[config.mk]
export PLATFORM = sky130hd
export DESIGN_NAME = alu_issue_arbiter
export DESIGN_NICKNAME = d
export VERILOG_FILES = /design/src/rtl/alu_issue_arbiter.sv
export SDC_FILE = /design/constraint.sdc
export NUM_CORES = 1
export LEC_CHECK = 0
export CAP_MARGIN = 20
export CELL_PAD_IN_SITES_DETAIL_PLACEMENT = 1
export CELL_PAD_IN_SITES_GLOBAL_PLACEMENT = 2
export CORE_MARGIN = 1.5
export CORE_UTILIZATION = 20
export CTS_BUF_LIST = sky130_fd_sc_hd__clkbuf_4 sky130_fd_sc_hd__clkbuf_8
export DETAILED_ROUTE_END_ITERATION = 10
export PLACE_DENSITY = 0.79
export SKIP_CTS_REPAIR_TIMING = 1
export SLEW_MARGIN = 20
export SYNTH_ARGS = -nofsm -noshare
export SYNTH_HDL_FRONTEND = slang
export SYNTH_SLANG_ARGS = --single-unit
[constraint.sdc]
create_clock -name clk -period 3.3 [get_ports clk]
set_input_delay 0.33 -clock clk [delete_from_list [all_inputs] [get_ports clk]]
set_output_delay 0.33 -clock clk [all_outputs]
set_load 0.05 [all_outputs]
[src/rtl/alu_issue_arbiter.sv]
`default_nettype none
// +----------------------------------------------------------------------------+
// | Module   : alu_issue_arbiter                                               |
// | Purpose  : shares one registered ALU between two requesters and returns    |
// |            tagged results in issue order through a response FIFO.          |
// | Revision : 1.0                                                             |
// +----------------------------------------------------------------------------+
module alu_issue_arbiter #(
  parameter int ARB_MODE   = 0,
  parameter int RESP_DEPTH = 2
) (
  input  logic        clk,
  input  logic        rst_n,
  input  logic        flush,
  input  logic        a_valid,
  output logic        a_ready,
  input  logic [3:0]  a_op,
  input  logic [31:0] a_d1,
  input  logic [31:0] a_d2,
  input  logic [4:0]  a_sh,
  input  logic        b_valid,
  output logic        b_ready,
  input  logic [3:0]  b_op,
  input  logic [31:0] b_d1,
  input  logic [31:0] b_d2,
  input  logic [4:0]  b_sh,
  output logic [3:0]  alu_ctrl,
  output logic [31:0] alu_d1,
  output logic [31:0] alu_d2,
  output logic [4:0]  alu_sh,
  input  logic [31:0] alu_result,
  input  logic        alu_ovf,
  input  logic        alu_zero,
  output logic        resp_valid,
  input  logic        resp_ready,
  output logic        resp_id,
  output logic [31:0] resp_result,
  output logic        resp_ovf,
  output logic        resp_zero,
  output logic        resp_err
);

  localparam int         c_PTR_W  = (RESP_DEPTH > 1) ? $clog2(RESP_DEPTH) : 1;
  localparam int         c_CNT_W  = $clog2(RESP_DEPTH + 1);
  localparam logic [3:0] c_OP_MAX = 4'd9;
  localparam logic [3:0] c_OP_SUB = 4'd1;

  typedef struct packed {
    logic        id;
    logic [31:0] result;
    logic        ovf;
    logic        zero;
    logic        err;
  } resp_t;

  resp_t                r_mem [RESP_DEPTH];
  logic [c_PTR_W-1:0]   r_wr_ptr;
  logic [c_PTR_W-1:0]   r_rd_ptr;
  logic [c_CNT_W-1:0]   r_count;
  logic                 r_inflight;
  logic                 r_if_id;
  logic                 r_if_err;
  logic                 r_if_ovf_en;
  logic                 r_rr_b;

  logic                 w_gnt_b;
  logic                 w_space;
  logic                 w_accept;
  logic                 w_pop;
  logic                 w_push;
  logic                 w_head_valid;
  logic [c_CNT_W:0]     w_occ;
  logic [3:0]           w_sel_op;
  logic                 w_sel_err;
  resp_t                w_push_data;
  resp_t                w_head;

  function automatic logic [c_PTR_W-1:0] f_inc(input logic [c_PTR_W-1:0] p);
    return (p == c_PTR_W'(RESP_DEPTH - 1)) ? '0 : p + c_PTR_W'(1);
  endfunction

  // Grant selection; with no requester valid the grant parks on the rr/default side.
  generate
    if (ARB_MODE == 1) begin : g_fixed_prio
      assign w_gnt_b = ~a_valid;
    end else begin : g_round_robin
      always_comb begin
        w_gnt_b = r_rr_b;
        if (a_valid && b_valid) w_gnt_b = r_rr_b;
        else if (a_valid)       w_gnt_b = 1'b0;
        else if (b_valid)       w_gnt_b = 1'b1;
      end
    end
  endgenerate

  assign w_head_valid = (r_count != '0);
  assign w_pop        = w_head_valid & resp_ready;
  // Occupancy counts the in-flight op so a slot is always reserved for its result.
  assign w_occ        = {1'b0, r_count} + (c_CNT_W + 1)'(r_inflight) - (c_CNT_W + 1)'(w_pop);
  assign w_space      = rst_n & ~flush & (w_occ < (c_CNT_W + 1)'(RESP_DEPTH));

  assign a_ready  = w_space & ~w_gnt_b;
  assign b_ready  = w_space &  w_gnt_b;
  assign w_accept = w_space & (w_gnt_b ? b_valid : a_valid);

  assign w_sel_op  = w_gnt_b ? b_op : a_op;
  assign w_sel_err = (w_sel_op > c_OP_MAX);

  always_comb begin
    alu_ctrl = '0;
    alu_d1   = '0;
    alu_d2   = '0;
    alu_sh   = '0;
    if (w_accept) begin
      alu_ctrl = w_sel_err ? 4'd0 : w_sel_op;
      alu_d1   = w_gnt_b ? b_d1 : a_d1;
      alu_d2   = w_gnt_b ? b_d2 : a_d2;
      alu_sh   = w_gnt_b ? b_sh : a_sh;
    end
  end

  always_ff @(posedge clk or negedge rst_n) begin
    if (!rst_n) begin
      r_inflight  <= 1'b0;
      r_if_id     <= 1'b0;
      r_if_err    <= 1'b0;
      r_if_ovf_en <= 1'b0;
    end else begin
      r_inflight <= w_accept;
      if (w_accept) begin
        r_if_id     <= w_gnt_b;
        r_if_err    <= w_sel_err;
        r_if_ovf_en <= (w_sel_op <= c_OP_SUB);
      end
    end
  end

  always_ff @(posedge clk or negedge rst_n) begin
    if (!rst_n) begin
      r_rr_b <= 1'b0;
    end else if (w_accept && (ARB_MODE == 0)) begin
      r_rr_b <= ~w_gnt_b;
    end
  end

  // A flush on the capture edge discards the arriving result.
  assign w_push             = r_inflight & ~flush;
  assign w_push_data.id     = r_if_id;
  assign w_push_data.result = r_if_err ? 32'd0 : alu_result;
  assign w_push_data.ovf    = r_if_ovf_en & alu_ovf;
  assign w_push_data.zero   = alu_zero;
  assign w_push_data.err    = r_if_err;

  always_ff @(posedge clk) begin
    if (w_push) r_mem[r_wr_ptr] <= w_push_data;
  end

  always_ff @(posedge clk or negedge rst_n) begin
    if (!rst_n) begin
      r_wr_ptr <= '0;
      r_rd_ptr <= '0;
      r_count  <= '0;
    end else if (flush) begin
      r_wr_ptr <= '0;
      r_rd_ptr <= '0;
      r_count  <= '0;
    end else begin
      if (w_push) r_wr_ptr <= f_inc(r_wr_ptr);
      if (w_pop)  r_rd_ptr <= f_inc(r_rd_ptr);
      r_count <= r_count + c_CNT_W'(w_push) - c_CNT_W'(w_pop);
    end
  end

  assign w_head      = w_head_valid ? r_mem[r_rd_ptr] : '0;
  assign resp_valid  = w_head_valid;
  assign resp_id     = w_head.id;
  assign resp_result = w_head.result;
  assign resp_ovf    = w_head.ovf;
  assign resp_zero   = w_head.zero;
  assign resp_err    = w_head.err;

endmodule
`default_nettype wire

### After elaboration in Yosys (flattened, before gate mapping)

Memory sizes are Yosys's and may differ from the RTL's.
Cells that the tools add are included.

| cells by class | value |
|---|---|
| $lt $le $gt $ge | 3 |
| reductions and logical operators | 4 |
| add/subtract/negate cells | 6 |
| bitwise gates (word level) | 10 |
| mux-type cells | 24 |

Operator list:

| operator | number |
|---|---|
| 32-bit two-way mux | 5 |
| 36-bit two-way mux | 1 |
| 1-bit two-way mux | 12 |
| 4-bit two-way mux | 3 |
| 5-bit two-way mux | 2 |
| 1-bit bitwise AND | 8 |
| 2-bit nonzero test | 3 |
| 4-bit greater-than comparator, second input constant | 1 |
| 4-bit by 1-bit <= comparator with 1-bit output, second input constant | 1 |
| 2-bit by 1-bit adder with 3-bit output | 1 |
| 3-bit by 2-bit less-than comparator with 1-bit output, second input constant | 1 |
| 3-bit by 1-bit subtractor with 3-bit output | 1 |
| 1-bit adder, second input constant | 2 |
| 2-bit by 1-bit adder with 2-bit output | 1 |
| 2-bit two-way mux | 1 |
| 1-bit NOT | 2 |
| 2-bit by 1-bit subtractor with 2-bit output | 1 |
| 1-bit logical AND | 1 |

| storage, ports and cells | value |
|---|---|
| memories | 1 |
| output and inout bits | 112 |
| word-level logic and storage cells | 56 |
| bits in writable memories | 72 |
| register bits | 9 |
| input bits | 186 |

Memory list:

| memory | depth | width | read ports | clocked after Yosys merged registers in | write ports | RTL line | source |
|---|---|---|---|---|---|---|---|
| r_mem | 2 | 36 | 1 | 0 | 1 | 56 | `resp_t r_mem [RESP_DEPTH];` |

### Longest topological paths before layout

| logic depth | value |
|---|---|
| depth after elaboration | 7 |
| depth in mapped cells | 11 |
| depth with buffers taken out | 11 |

### Worst setup path before layout

Ideal clock, no wire load.

| timing | value |
|---|---|
| kind | register -> output |
| from | reg r_count[1] |
| to | out alu_ctrl[3] |
| cell stages (with the launch flop) | 10 |
| path buffers | 0 |
| arrival time | 3.638 ns |
| path slack | -0.668 ns |
| data required time | 2.970 ns |
| cells stage by stage | dfrtp_1 -> nor2_1 -> inv_1 -> and2_1 -> nor2b_1 -> fa_1 -> xnor2_1 -> and4b_1 -> o21ai_1 -> nor3_1 |

| on the way | value |
|---|---|
| longest elaborated chain between the ends | 7 |
| elaborated cells between the ends (all ways) | 8 |
| those cells by class | 2 x add/sub; 1 x order compare; 1 x mux; 3 x bitwise; 1 x reduce/logical |

Ends and longest elaborated chain:

| what | RTL line | source |
|---|---|---|
| start: declaration | 59 | `logic [c_CNT_W-1:0] r_count;` |
| start signal: assignment | 170 | `r_count <= r_count + c_CNT_W'(w_push) - c_CNT_W'(w_pop);` |
| 2-bit nonzero test | 96 | `assign w_head_valid = (r_count != '0);` |
| via resp_valid | 34 | `output logic resp_valid,` |
| 1-bit bitwise AND | 97 | `assign w_pop = w_head_valid & resp_ready;` |
| 3-bit by 1-bit subtractor with 3-bit output | 99 | `assign w_occ = {1'b0, r_count} + (c_CNT_W + 1)'(r_inflight) - (c_CNT_W + 1)'(w_pop);` |
| 3-bit by 2-bit less-than comparator with 1-bit output | 100 | `assign w_space = rst_n & ~flush & (w_occ < (c_CNT_W + 1)'(RESP_DEPTH));` |
| 1-bit bitwise AND | 100 |  |
| 1-bit bitwise AND | 104 | `assign w_accept = w_space & (w_gnt_b ? b_valid : a_valid);` |
| 4-bit two-way mux | 114 | `if (w_accept) begin` |
| end: declaration | 27 | `output logic [3:0] alu_ctrl,` |

The timed path passes the listed nets, and every way through them passes these cells.

### Worst setup path in the final report

| timing | value |
|---|---|
| from | reg r_count[1] |
| to | out alu_d2[19] |

| on the way | value |
|---|---|
| longest elaborated chain between the ends | 7 |
| elaborated cells between the ends (all ways) | 8 |
| those cells by class | 2 x add/sub; 1 x order compare; 1 x mux; 3 x bitwise; 1 x reduce/logical |

Ends and longest elaborated chain:

| what | RTL line | source |
|---|---|---|
| branches (longest 2 deep; another with 2-bit by 1-bit adder with 3-bit output) | - |  |
| 3-bit by 1-bit subtractor with 3-bit output (*) | 99 |  |
| 3-bit by 2-bit less-than comparator with 1-bit output (*) | 100 |  |
| 1-bit bitwise AND (*) | 100 |  |
| 1-bit bitwise AND (*) | 104 |  |
| 32-bit two-way mux (*) | 114 |  |
| end: declaration | 29 | `output logic [31:0] alu_d2,` |

Every way passes the cells marked *.

==> flow_summary.ini <==
[critical_path]
crit_slowest_cell = dfrtp_2
worstPathRequired_ps = 2970
cp_common_cell = buf_12
cpLargestDelayFamily = simple AND/OR/NAND/NOR gates
worstSetupPathType = reg -> out
cp_max_fo = 71
path_cells = nor2_2 -> inv_1 -> and2_1 -> nor2b_1 -> fa_1 -> xnor2_2 -> nand4b_1 -> buf_12 -> nor2_1 -> buf_12
crit_buf_inv = 3
setup.worst_path.end_class = primary output
cp-start-kind = flop
cpPeakStageDelay_ps = 450
arrival_ps = 2840

[finish]
drive_gt1_share_pct = 18.0
final_cells = 983
area_delta_synth_final_pct = 101
fin_area_um2 = 8690
nets = 888

[timing]
finalClockSkew_ps = 6.01
slew_headroom_pct = 62.6
slew_viol_final = 0
rsz0062_at_grt = true
hold_viol = 0
finalSetupViolCount = 0
clock.fmax_mhz = 316
worstMarginPinSlew_ps = 560
fin_crit_sh_pct = 96.0
fin_crit_ps = 3170

[clock_network]
cts_tree = yes
cts-root-buf = clkbuf_8
h-tree-depth = 3
clk_pin_slew_ps = 80
clockBufferDepth = 2
cts_sinks = 81
clk_latency_ps = 340
cts_buffers = 9

[synth]
yosysWarnings = 0
synth_fp_nets = 596
syn_avg_cell_area_um2 = 10.6
netlist_instances = 407
synth_seq_area_share_pct = 55.1
yosys.area.top_type = edfxtp_1
ys.flop_type = edfxtp_1
synth_area_um2 = 4330
async_reset_ff_share_pct = 11.1
synth_top_area_share_pct = 49.9
synth_cell_types = 27
synth_area_leaders = edfxtp_1 (50%), a22oi_1 (12%), nor2_1 (9.9%), mux2i_1 (9.0%), dfrtp_1 (5.2%)
synth-seq-cells = 81
synth_edf_count = 72

[route]
drt-initial-drc-count = 155
vias_per_cell = 4.45
vias = 4377
drc = 0
totalWireLength_um = 19000
firstDrtPassIters = 4
ant_nets = 0
wl_per_cell_um = 19.3

[worst_hold_path]
hold_class = in -> async

[global_route]
grt_pass1_wl_um = 28100
grt_pass1_vias = 4703
grt_usage_pct = 16.7
overflow = 0
antenna_found_initial = 4
grt_max_degree = 72

[run]
maxCapViolCount = 0

[floorplan]
die_h_um = 150
die_w_um = 150
io_pins = 298
start_util_pct = 20.5
die_area_um2 = 22500
rows = 53
core_area_um2 = 21200

[outcome]
status = finished clean

[placed_design]
place_area_um2 = 8480
dp_hpwl_um = 14800
place.gp.congestion = 0.847
place.port_buffers = 297
dp.cells = 961

[pwr]
powerDensity_nw_per_um2 = 604
leakagePower_nw = 3.06
max-vdd-ir-drop_v = 0.000205
==> per-layer routing <==
metal / global-route usage [%] / routed length, um
met5: 0 / 0
met1: 18.9 / 7220
met4: 5.83 / 412
met3: 6.42 / 1720
met2: 28.5 / 9620
==> synth_stat cells, types with 2 or more instances <==
cell        n
o21ai_1     2
xor2_1      2
edfxtp_1   72
nor2b_1    34
nor2_1    114
and2_1      3
nor3_1      2
inv_1       3
buf_2       5
a21oi_1     3
nand2_1     5
xnor2_1     4
mux2i_1    39
a22oi_1    70
inv_2       2
ha_1        2
dfrtp_1     9
clkbuf_1   27
==> through the flow <==
stage	util, %	setup TNS (ps)	power [W]	setup slack, ps	hold slack (ps)
2_1_floorplan	-	-12890	0.00318	-183	34.4
3_3_place_gp	40.1	0	0.00462	262	467
3_5_place_dp	40.1	0	0.00466	148	471
4_1_cts	40.8	-226	0.00529	-117	307
5_1_grt	41.1	-1560	0.00554	-49.0	340
6_report	41.1	0	0.00525	131	330
==> area by class of cell <==
class / count / area (um^2)
Clock inverter: 7 / 37.5
Antenna cell: 4 / 10.0
Tap cell: 275 / 344
Inverter: 5 / 18.8
Fill cell: 2277 / 12500
Timing Repair Buffer: 313 / 3890
Clock buffer: 9 / 124
Multi-Input combinational cell: 289 / 1880
Sequential cell: 81 / 2390
==> registers in the layout (all words and copies together), names as in the netlist <==
signal       count
r_count          2
r_if_err         1
r_if_id          1
r_if_ovf_en      1
r_inflight       1
r_mem           72
r_rd_ptr         1
r_rr_b           1
r_wr_ptr         1
==> where the power goes <==
part / switching, W / total (W) / internal [W]
sequential: 0.0000739 / 0.00135 / 0.00127
combinational: 0.00198 / 0.00330 / 0.00133
clock: 0.000340 / 0.000604 / 0.000264
==> layout by cell type, fill, tap and decap left out, types with 2 or more instances in the layout <==
cell,instances
ha_1,2
nor2_4,4
inv_2,2
buf_12,79
xor2_1,2
clkinv_2,3
clkinvlp_4,2
dfrtp_2,2
xnor2_1,3
buf_4,13
mux2i_1,39
a21oi_1,2
edfxtp_1,72
clkbuf_8,9
clkdlybuf4s50_1,221
and2_1,3
clkinv_1,2
dfrtp_1,7
nor2_1,107
a22oi_1,70
nor2_2,3
nor2b_1,34
nand2_1,4
diode_2,4
inv_1,3
==> cells by family after synthesis <==
| kind of cell | count (synthesis) | synth area share, % |
|---|---|---|
| AND/OR/NAND/NOR | 161 | 16.5 |
| adder cells (fa/ha/maj) | 4 | 1.30 |
| multiplexers | 40 | 9.28 |
| AO/OA/AOI/OAI | 78 | 13.2 |
| buffers and inverters | 37 | 3.35 |
| XOR/XNOR | 6 | 1.21 |
| flip-flops | 81 | 55.1 |
==> worst paths after layout <==
| kind | start | to | slack (ps) | cells after the start |
|---|---|---|---|---|
| setup reg to reg | r_count[1] | r_if_err | 790 | 10 |
| setup / recovery | r_count[1] | alu_d2[19] | 130 | 10 |
| hold reg to reg | r_if_id | r_mem[1][35] | 490 | 0 |
| hold / removal | rst_n | r_inflight | 330 | 2 |
| max in group asynchronous | rst_n | r_rd_ptr | 2810 | 2 |
| min in group clk | r_if_id | r_mem[1][35] | 490 | 0 |
No activity file was read; power rests on OpenSTA's default activity.
